$ cat src/rtl/cpu_io_port.sv
// cpu_io_port
// Byte-wide I/O port between the accumulator processor and an external host.
//   RX path: host bytes -> RX FIFO -> processor IN bus (popped by in_rd).
//   TX path: processor OUT bus (pushed by out_wr) -> TX FIFO -> host.
// Ports:
//   clk, reset (synchronous, active-low)
//   host_in_data/host_in_valid/host_in_ready   : host -> RX FIFO handshake
//   IN/in_avail/in_rd                          : RX head to processor, read strobe
//   OUT/out_wr/out_full                        : processor write strobe into TX FIFO
//   host_out_data/host_out_valid/host_out_ready: TX FIFO -> host handshake
//   err_clr/in_udf/out_ovf                     : sticky error flags and their clear
// Handshake rule for both host channels: a byte moves at a rising edge exactly
// when valid and ready are both high there; valid/ready never depend on each
// other combinationally, and every output is a function of registered state.
module cpu_io_port #(
  parameter int DEPTH = 4
) (
  input  logic       clk,
  input  logic       reset,
  input  logic [7:0] host_in_data,
  input  logic       host_in_valid,
  output logic       host_in_ready,
  output logic [7:0] IN,
  output logic       in_avail,
  input  logic       in_rd,
  input  logic [7:0] OUT,
  input  logic       out_wr,
  output logic       out_full,
  output logic [7:0] host_out_data,
  output logic       host_out_valid,
  input  logic       host_out_ready,
  input  logic       err_clr,
  output logic       in_udf,
  output logic       out_ovf
);

  localparam int AW = (DEPTH > 1) ? $clog2(DEPTH) : 1;
  localparam int CW = AW + 1;
  localparam logic [CW-1:0] FULL_CNT = CW'(DEPTH);

  // Storage is deliberately not reset; outputs mask it while empty.
  logic [7:0]    rx_mem_q [DEPTH];
  logic [7:0]    tx_mem_q [DEPTH];

  logic [AW-1:0] rx_wr_ptr_q, rx_wr_ptr_d, rx_rd_ptr_q, rx_rd_ptr_d;
  logic [AW-1:0] tx_wr_ptr_q, tx_wr_ptr_d, tx_rd_ptr_q, tx_rd_ptr_d;
  logic [CW-1:0] rx_cnt_q, rx_cnt_d, tx_cnt_q, tx_cnt_d;
  logic          in_udf_q, in_udf_d, out_ovf_q, out_ovf_d;

  logic rx_empty, rx_full, tx_empty, tx_full;
  logic rx_push, rx_pop, tx_push, tx_pop;

  // Fullness/emptiness come from the pre-edge counts only, so a full FIFO
  // refuses a push even when a pop happens in the same cycle.
  assign rx_empty = (rx_cnt_q == '0);
  assign rx_full  = (rx_cnt_q == FULL_CNT);
  assign tx_empty = (tx_cnt_q == '0);
  assign tx_full  = (tx_cnt_q == FULL_CNT);

  assign rx_push = host_in_valid && !rx_full;
  assign rx_pop  = in_rd && !rx_empty;
  assign tx_push = out_wr && !tx_full;
  assign tx_pop  = host_out_ready && !tx_empty;

  always_comb begin
    rx_wr_ptr_d = rx_wr_ptr_q;
    rx_rd_ptr_d = rx_rd_ptr_q;
    rx_cnt_d    = rx_cnt_q;
    tx_wr_ptr_d = tx_wr_ptr_q;
    tx_rd_ptr_d = tx_rd_ptr_q;
    tx_cnt_d    = tx_cnt_q;

    // Pointers wrap naturally because DEPTH is a power of two.
    if (rx_push) rx_wr_ptr_d = rx_wr_ptr_q + AW'(1);
    if (rx_pop)  rx_rd_ptr_d = rx_rd_ptr_q + AW'(1);
    if (tx_push) tx_wr_ptr_d = tx_wr_ptr_q + AW'(1);
    if (tx_pop)  tx_rd_ptr_d = tx_rd_ptr_q + AW'(1);

    case ({rx_push, rx_pop})
      2'b10:   rx_cnt_d = rx_cnt_q + CW'(1);
      2'b01:   rx_cnt_d = rx_cnt_q - CW'(1);
      default: rx_cnt_d = rx_cnt_q;
    endcase

    case ({tx_push, tx_pop})
      2'b10:   tx_cnt_d = tx_cnt_q + CW'(1);
      2'b01:   tx_cnt_d = tx_cnt_q - CW'(1);
      default: tx_cnt_d = tx_cnt_q;
    endcase

    // A new event wins over a same-cycle clear.
    in_udf_d  = (in_udf_q && !err_clr) || (in_rd && rx_empty);
    out_ovf_d = (out_ovf_q && !err_clr) || (out_wr && tx_full);
  end

  always_ff @(posedge clk) begin
    if (!reset) begin
      rx_wr_ptr_q <= '0;
      rx_rd_ptr_q <= '0;
      rx_cnt_q    <= '0;
      tx_wr_ptr_q <= '0;
      tx_rd_ptr_q <= '0;
      tx_cnt_q    <= '0;
      in_udf_q    <= 1'b0;
      out_ovf_q   <= 1'b0;
    end else begin
      rx_wr_ptr_q <= rx_wr_ptr_d;
      rx_rd_ptr_q <= rx_rd_ptr_d;
      rx_cnt_q    <= rx_cnt_d;
      tx_wr_ptr_q <= tx_wr_ptr_d;
      tx_rd_ptr_q <= tx_rd_ptr_d;
      tx_cnt_q    <= tx_cnt_d;
      in_udf_q    <= in_udf_d;
      out_ovf_q   <= out_ovf_d;
    end
  end

  always_ff @(posedge clk) begin
    if (reset && rx_push) rx_mem_q[rx_wr_ptr_q] <= host_in_data;
    if (reset && tx_push) tx_mem_q[tx_wr_ptr_q] <= OUT;
  end

  assign host_in_ready  = !rx_full;
  assign in_avail       = !rx_empty;
  assign IN             = rx_empty ? 8'd0 : rx_mem_q[rx_rd_ptr_q];
  assign out_full       = tx_full;
  assign host_out_valid = !tx_empty;
  assign host_out_data  = tx_empty ? 8'd0 : tx_mem_q[tx_rd_ptr_q];
  assign in_udf         = in_udf_q;
  assign out_ovf        = out_ovf_q;

endmodule
$ cat config.mk
export PLATFORM = sky130hd
export DESIGN_NAME = cpu_io_port
export DESIGN_NICKNAME = d
export VERILOG_FILES = /design/src/rtl/cpu_io_port.sv
export SDC_FILE = /design/constraint.sdc
export NUM_CORES = 1
export LEC_CHECK = 0
export CAP_MARGIN = 20
export CORE_AREA = 2 2 103 105
export CTS_CLUSTER_DIAMETER = 150
export CTS_CLUSTER_SIZE = 12
export DETAILED_ROUTE_END_ITERATION = 12
export DIE_AREA = 0 0 105 107
export PLACE_DENSITY = 0.59
export SYNTH_ARGS = -nofsm -noshare
export SYNTH_HDL_FRONTEND = slang
export SYNTH_SLANG_ARGS = --single-unit
$ cat constraint.sdc
create_clock -name clk -period 5 [get_ports clk]
set_clock_uncertainty 0.05 [all_clocks]
set_input_delay 1.5 -clock clk [delete_from_list [all_inputs] [get_ports clk]]
set_output_delay 1.5 -clock clk [all_outputs]
set_load 0.1 [all_outputs]
==> metrics.md, run 1 <==
| Metric | Value |
|---|---|
| H-tree depth | 3 |
| Max Freq | 233 MHz |
| Initial drt markers | 52 |
| Netlist Area Pre-Place | 0.00350 mm² |
| Core footprint | 0.0101 mm² |
| Post-Syn Instances | 221 |
| Crit end category | primary output |
| Worst Max-Slew Pin Slew | 0.975 ns |
| CP Class | reg -> out |
| HPWL Detailed | 3890 µm |
| Final period util | 0.858 |
| Max_slew headroom | 0.348 |
| Hold_buf cts | 0 |
| Area of the multi-input gates | 0.00106 mm² |
| Register area share after synthesis | 0.664 |
| First-pass GRT wire length | 9230 µm |
| GRT Total Usage | 0.111 |
| WL final | 5720 µm |
| RR Startpoint | tx_cnt_q[0]$_SDFFE_PN0P_ |
| Endpoints failing hold | 0 |
| RSZ-0062 raised after global routing | false |
| Crit Path Max Fanout | 8 |
| Min Tclk post-route | 4.29 ns |
| #FFs+latches synth | 84 |
| # setup viols final | 0 |
| Vias per std cell | 4.52 |
| CTS tree | built |
| Hold depth | 2 |
| Setup Fix Bufs, Post-CTS | 0 |
| Area Overhead vs Synth | 20.9% |
| Resized cells post-CTS | 0 |
| FF+latch area | 0.00232 mm² |
| Post-DR wirelength/cell | 14.0 µm |
| Clock Pin Slew Worst Setup and Hold Paths | 0.07 ns |
| CP startpoint kind | flip-flop |
| Io pins | 45 |
| Post-DRT Antenna Nets | 0 |
| Final Max Tran Viols | 0 |
| Share of layout cells above drive strength 1 | 0.128 |
| Overflow after GRT | 0 |
| Root Buffer | clkbuf_8 |
| Clk_lat worst skew | 0.34 ns |
| Starting Density | 0.347 |
| Die Area | 0.0112 mm² |
| Num Clock Sinks | 84 |
| Synth Area per Inst | 15.8 µm² |
| Max-Cap Viols | 0 |
| Req. time, crit path | 3.45 ns |
| Min-Delay Path Class | reg -> reg |
| Gpl congestion | 0.710 |
| Reg-to-reg endpoint | tx_cnt_q[2]$_SDFFE_PN0P_ |
| Antenna violations before repair | 0 |
| Largest net degree at the start of global routing | 25 |
| CTS Buf Count | 9 |
| Yosys warnings | 0 |
| DRC | 0 |
| Worst path arrival time | 2.74 ns |
| R2r worst-path depth | 8 |
| Total vias in the final route | 1850 |
| Sum Neg Setup Slack | 0 ns |
| Status | finished, final reports clean |
| Die Width | 105 µm |
| Ant. Diodes | 0 |
| Fin nets | 303 |
| DRT Pass-1 Iters | 4 |
| Die height | 107 µm |
| Standard-cell row count | 37 |
| Library cells used by synthesis | 30 |
| Hold path start | tx_rd_ptr_q[1]$_SDFFE_PN0P_ |
| Max clock buf depth | 2 |
| Vias in the first global route | 1907 |
| Fill cells | 973 |
| Worst reg-to-reg setup slack | 2.64 ns |
| PortBufs | 44 |
| Syn Nets | 256 |
## cells in the mapped netlist
cell type | number | area share
buf_6 | 2 | 0.0064
o21ai_0 | 9 | 0.013
a21boi_1 | 2 | 0.0043
and3_1 | 8 | 0.014
clkbuf_1 | 2 | 0.0021
clkbuf_2 | 2 | 0.0029
buf_2 | 4 | 0.0057
ha_1 | 10 | 0.036
and2b_1 | 1 | 0.0021
or4bb_1 | 1 | 0.0032
inv_1 | 14 | 0.015
and2_1 | 4 | 0.0072
or3_1 | 4 | 0.0072
o21ai_1 | 1 | 0.0014
fa_1 | 2 | 0.011
nand2_1 | 15 | 0.016
a21boi_0 | 2 | 0.0043
nor3_2 | 2 | 0.0057
xor2_1 | 2 | 0.0050
a21boi_2 | 1 | 0.0032
xnor2_1 | 2 | 0.0050
nand4bb_1 | 1 | 0.0032
mux2i_1 | 4 | 0.011
edfxtp_1 | 64 | 0.55
mux4_2 | 16 | 0.10
nor3b_2 | 1 | 0.0036
dfxtp_1 | 20 | 0.11
nor2_1 | 1 | 0.0011
a21oi_1 | 2 | 0.0029
nor2b_1 | 22 | 0.039
## sequential cells by signal, summed over array words and instances (netlist names), named ones only
| register | flops |
|---|---|
| in_udf | 1 |
| out_ovf | 1 |
| rx_cnt_q | 3 |
| rx_mem_q | 32 |
| rx_rd_ptr_q | 2 |
| rx_wr_ptr_q | 2 |
| tx_cnt_q | 3 |
| tx_mem_q | 32 |
| tx_rd_ptr_q | 2 |
| tx_wr_ptr_q | 2 |
## worst max path at each step
stage                             to
CTS                 host_out_data[5]
global route        host_out_data[2]
detailed placement  host_out_data[5]
global placement    host_out_data[5]
floorplan                      IN[0]
finish              host_out_data[5]
## metrics by stage
| stage | area (µm²) | worst slack [ns] | cells | hold WS, ns | util |
|---|---|---|---|---|---|
| floorplan | 3500 | 1.35 | 221 | 0.406 | - |
| CTS | 4230 | 0.633 | 409 | 0.439 | 0.419 |
| global placement | 4060 | 1.04 | 393 | 0.425 | 0.403 |
| detailed placement | 4060 | 1.03 | 393 | 0.436 | 0.403 |
| finish | 4230 | 0.712 | 409 | 0.442 | 0.419 |
| global route | 4230 | 0.548 | 409 | 0.471 | 0.419 |
## critical path, cell delays in order, from the launching register on
cell             delay [ns]
dfxtp_1                0.67
mux4_2                 0.58
nor2b_1                0.15
clkdlybuf4s50_1        1.00
## layout make-up
type	instances	share of cell area
Sequential cell	84	0.549
Multi-Input combinational cell	113	0.251
Timing Repair Buffer	46	0.108
Tap cell	136	0.0403
Clock buffer	13	0.0352
Inverter	14	0.0124
Clock inverter	3	0.00355
## layout by cell type, fill, tap and decap left out
cell              n
or3_1             4
inv_1            14
a21boi_0          2
edfxtp_1         64
a21boi_2          1
and2_1            4
clkbuf_8         10
nor2_1            1
fa_1              2
and3_1            8
and2b_1           1
xor2_1            2
a21oi_1           2
xnor2_1           2
clkbuf_1          3
dfxtp_1          20
ha_1             10
o21ai_0           9
o21ai_1           1
nor3b_2           1
mux2i_1           4
nor3_2            2
nand2_1          15
clkinv_2          3
mux4_2           16
clkdlybuf4s50_1  44
buf_4             2
nor2b_1          22
or4bb_1           1
a21boi_1          2
nand4bb_1         1
## layer usage
metal | part of all wire | global-route usage | vias up
met2 | 0.49 | 0.183 | 33
met4 | 0.019 | 0.0514 | 0
met5 | 0 | 0 | -
met1 | 0.45 | 0.129 | 910
li1 | - | - | 900
met3 | 0.038 | 0.0413 | 7
## cell families after synthesis
family	synth area share
flip-flops	0.664
AND/OR/NAND/NOR	0.103
AO/OA/AOI/OAI	0.0290
adder cells (fa/ha/maj)	0.0472
XOR/XNOR	0.0100
buffers and inverters	0.0322
multiplexers	0.114
Power of run 1 is left out: the tool's default activity adds up to more than one toggle a clock period on the data nets, which glitch-free logic cannot reach.
==> run 2: changes to the inputs <==
==> config.mk (replaced) <==
export PLATFORM = sky130hd
export DESIGN_NAME = cpu_io_port
export DESIGN_NICKNAME = d
export VERILOG_FILES = /design/src/rtl/cpu_io_port.sv
export SDC_FILE = /design/constraint.sdc
export NUM_CORES = 1
export LEC_CHECK = 0
export ABC_AREA = 1
export CAP_MARGIN = 20
export CORE_AREA = 2 2 106 108
export CTS_CLUSTER_DIAMETER = 150
export CTS_CLUSTER_SIZE = 12
export DETAILED_ROUTE_END_ITERATION = 12
export DIE_AREA = 0 0 108 110
export SYNTH_ARGS = -nofsm -noshare
export SYNTH_HDL_FRONTEND = slang
export SYNTH_SLANG_ARGS = --single-unit
==> metrics.md, run 2 <==
| Metric | Value |
|---|---|
| Status | finished, final reports clean |
| Netlist Area Pre-Place | 0.00370 mm² (+5.8%) |
| Root Buffer | clkbuf_8 |
| RSZ-0062 raised after global routing | false |
| Final Max Tran Viols | 0 (unchanged) |
| Seq pwr share | 0.324 |
| Overflow after GRT | 0 (unchanged) |
| Ant. Diodes | 0 (unchanged) |
| Reg-to-reg endpoint | tx_cnt_q[2]$_SDFFE_PN0P_ |
| Starting Density | 0.346 (-0.000668) |
| Library cells used by synthesis | 22 (-27%) |
| Crit-path leading delay family | flip-flops |
| EDFF count, synth | 64 (unchanged) |
| Gpl congestion | 0.740 (+4.2%) |
| #FFs+latches synth | 84 (unchanged) |
| Yosys top cell by area | edfxtp_1 |
| Hold depth | 2 (unchanged) |
| CP Class | reg -> out |
| Post-DRT Antenna Nets | 0 (unchanged) |
| R2r worst-path depth | 14 (+6) |
| Standard-cell row count | 38 (+2.7%) |
| Most frequent cell after synthesis | edfxtp_1 |
| Io pins | 45 (unchanged) |
| Clk_lat worst skew | 0.35 ns (about the same) |
| Worst-path cell chain | inv_2 -> o21ai_0 -> a21oi_1 -> buf_4 |
| Num Clock Sinks | 84 (unchanged) |
| RR Startpoint | tx_cnt_q[0]$_SDFFE_PN0P_ |
| DRC | 0 (unchanged) |
| Vias per std cell | 4.52 (-0.10%) |
| Crit Path Max Fanout | 17 (+9) |
| Worst reg-to-reg setup slack | 3.09 ns (+0.45 ns) |
| Max clock buf depth | 2 (unchanged) |
| Ys async rst share | 0 (unchanged) |
| Switching portion of total power | 0.513 |
| Register area share after synthesis | 0.628 (-0.0364) |
| Die Width | 108 µm (+2.9%) |
| Vias in the first global route | 2282 (+20%) |
| Clock share of power | 0.169 |
| Combinational share of power | 0.508 |
| First-pass GRT wire length | 11200 µm (+21%) |
| Hold_buf cts | 0 (unchanged) |
| Sum Neg Setup Slack | 0 ns (unchanged) |
| Worst Max-Slew Pin Slew | 0.977 ns (+0.00191 ns) |
| Worst path arrival time | 2.21 ns (-0.53 ns) |
| Worst Path Buf+Inv | 2 (+1) |
| Leak pwr | 1.64 nW |
| Fin nets | 426 (+41%) |
| Max_slew headroom | 0.347 (-0.00128) |
| Endpoints failing hold | 0 (unchanged) |
| Post-Syn Instances | 345 (+56%) |
| Share of layout cells above drive strength 1 | 0.197 (+0.0688) |
| Clock Pin Slew Worst Setup and Hold Paths | 0.08 ns (about the same) |
| Hold path start | out_ovf$_SDFF_PN0_ |
| Max stage delay on crit path | 0.82 ns (-0.18 ns) |
| Final cell count without fillers | 536 (+31%) |
| Final period util | 0.752 (-0.105) |
| Max-Cap Viols | 0 (unchanged) |
| Syn Nets | 380 (+48%) |
| # setup viols final | 0 (unchanged) |
| Min Tclk post-route | 3.76 ns (-0.527 ns) |
| Net Sw Power | 1.44 mW |
| Hold Path End | out_ovf$_SDFF_PN0_ |
| CTS tree | built |
| Area Overhead vs Synth | 17.9% |
| Req. time, crit path | 3.45 ns (about the same) |
| HPWL Detailed | 5000 µm (+28%) |
| Internal power | 1.37 mW |
| Power Dens Cells | 644 mW/mm² |
| Antenna violations before repair | 0 (unchanged) |
| Post-DR wirelength/cell | 13.4 µm (-3.8%) |
| Die height | 110 µm (+2.8%) |
| DRT Pass-1 Iters | 4 (unchanged) |
| Share of the synthesized area in the top cell type | 0.519 (-0.0301) |
| H-tree depth | 3 (unchanged) |
| Top cells by count, synth | 64 x edfxtp_1, 58 x nor2_1, 33 x inv_1 |
| Total vias in the final route | 2422 (+31%) |
| Resized cells post-CTS | 0 (unchanged) |
| Largest net degree at the start of global routing | 18 (-28%) |
| Ys flop type | edfxtp_1 |
| Synth Area per Inst | 10.7 µm² (-32%) |
| Crit end category | primary output |
| CTS Buf Count | 9 (unchanged) |
| Most common cell after layout, fill and taps aside | edfxtp_1 |
| Worst ir drop on vdd | 0.000429 V |
| Yosys warnings | 0 (unchanged) |
| Setup Fix Bufs, Post-CTS | 0 (unchanged) |
| Die Area | 0.0119 mm² (+5.7%) |
| CP startpoint kind | flip-flop |
| Initial drt markers | 125 (+140%) |
| Max Freq | 266 MHz (+14%) |
| Min-Delay Path Class | reg -> reg |
| Most frequent cells in the layout | 64 x edfxtp_1, 58 x nor2_1, 33 x inv_1 |
| PortBufs | 44 (unchanged) |
| Core footprint | 0.0107 mm² (+6.0%) |
| Cell total after placement | 520 (+32%) |
| Largest regs | rx_mem_q (32), tx_mem_q (32) |
| GRT Total Usage | 0.128 (+0.0164) |
| WL final | 7210 µm (+26%) |
| Synth area leaders | edfxtp_1 52%, dfxtp_1 11%, nor2_1 5.9%, nor2_2 5.2%, a21oi_1 3.5% |
| CP max-delay cell | dfxtp_1 |
==> run 2: changes by cell type after synthesis, moves of 15 or more <==
| cell | delta |
|---|---|
| a21oi_1 | +24 |
| inv_1 | +19 |
| mux4_2 | -16 |
| nand2_1 | +15 |
| nor2_1 | +57 |
| nor2_2 | +31 |
| nor2b_1 | -22 |
| o21ai_1 | +21 |
==> run 2: how the worst max path moves through the flow <==
stage / depth (start not counted) / end / slack (ns)
floorplan: 4 / IN[0] / 0.87
global placement: 3 / rx_mem_q[3][3]$_DFFE_PP_ / 1.48
detailed placement: 3 / rx_mem_q[3][4]$_DFFE_PP_ / 1.43
CTS: 4 / out_full / 1.23
global route: 4 / host_out_data[2] / 1.08
finish: 4 / IN[2] / 1.24
==> run 2: layout make-up <==
cell class / count / area (µm²)
repair buffers: 44 / 400
clock buffers: 11 / 141
clock inverters: 5 / 51.3
flip-flops and latches: 84 / 2320
multi-input cells: 210 / 1110
well taps: 140 / 175
fillers: 1041 / 6330
inverters: 42 / 159
==> run 2: through the flow <==
| stage | setup slack, ns | hold slack (ns) | power [mW] | util | area [µm²] |
|---|---|---|---|---|---|
| 6_report | 1.24 | 0.421 | 2.81 | 0.408 | 4360 |
| 5_1_grt | 1.08 | 0.449 | 2.96 | 0.408 | 4360 |
| 4_1_cts | 1.23 | 0.424 | 2.83 | 0.408 | 4360 |
| 3_5_place_dp | 1.43 | 0.410 | 2.36 | 0.390 | 4170 |
| 3_3_place_gp | 1.48 | 0.406 | 2.35 | 0.390 | 4170 |
| 2_1_floorplan | 0.872 | 0.407 | 2.09 | - | 3700 |
==> run 2: power by group through the flow <==
stage | Combinational, mW | Sequential [mW] | Clock (mW)
finish | 1.43 | 0.909 | 0.474
global route | 1.52 | 0.924 | 0.513
CTS | 1.44 | 0.910 | 0.486
global placement | 1.43 | 0.923 | 0
floorplan | 1.19 | 0.896 | 0
detailed placement | 1.44 | 0.926 | 0
==> run 2: kinds of logic after synthesis <==
logic type	after synthesis	synth area share
adder cells (fa/ha/maj)	12	0.0446
AO/OA/AOI/OAI	63	0.0869
flip-flops	84	0.628
buffers and inverters	51	0.0714
AND/OR/NAND/NOR	135	0.169
==> run 2: worst reg2reg max path, stage by stage, from the launching register on <==
cell and delay, ns:
dfxtp_1 0.34, nor2_2 0.16, nand2_2 0.11, inv_2 0.10, nor2_4 0.04, inv_1 0.05
ha_1 0.16, inv_1 0.07, fa_1 0.38, inv_1 0.07, nand2_1 0.04, nand3_1 0.08
nand2_1 0.05, nand2_1 0.05, nor2_1 0.05
==> run 2: metal layers <==
metal  part of all wire  up-vias  track usage
li1                   -     1231            -
met1               0.47     1136        0.166
met2               0.48       49        0.199
met3              0.037        6       0.0370
met4              0.014        0       0.0549
met5                  0        -            0
Note: power is estimated with default switching activity, not from simulation.
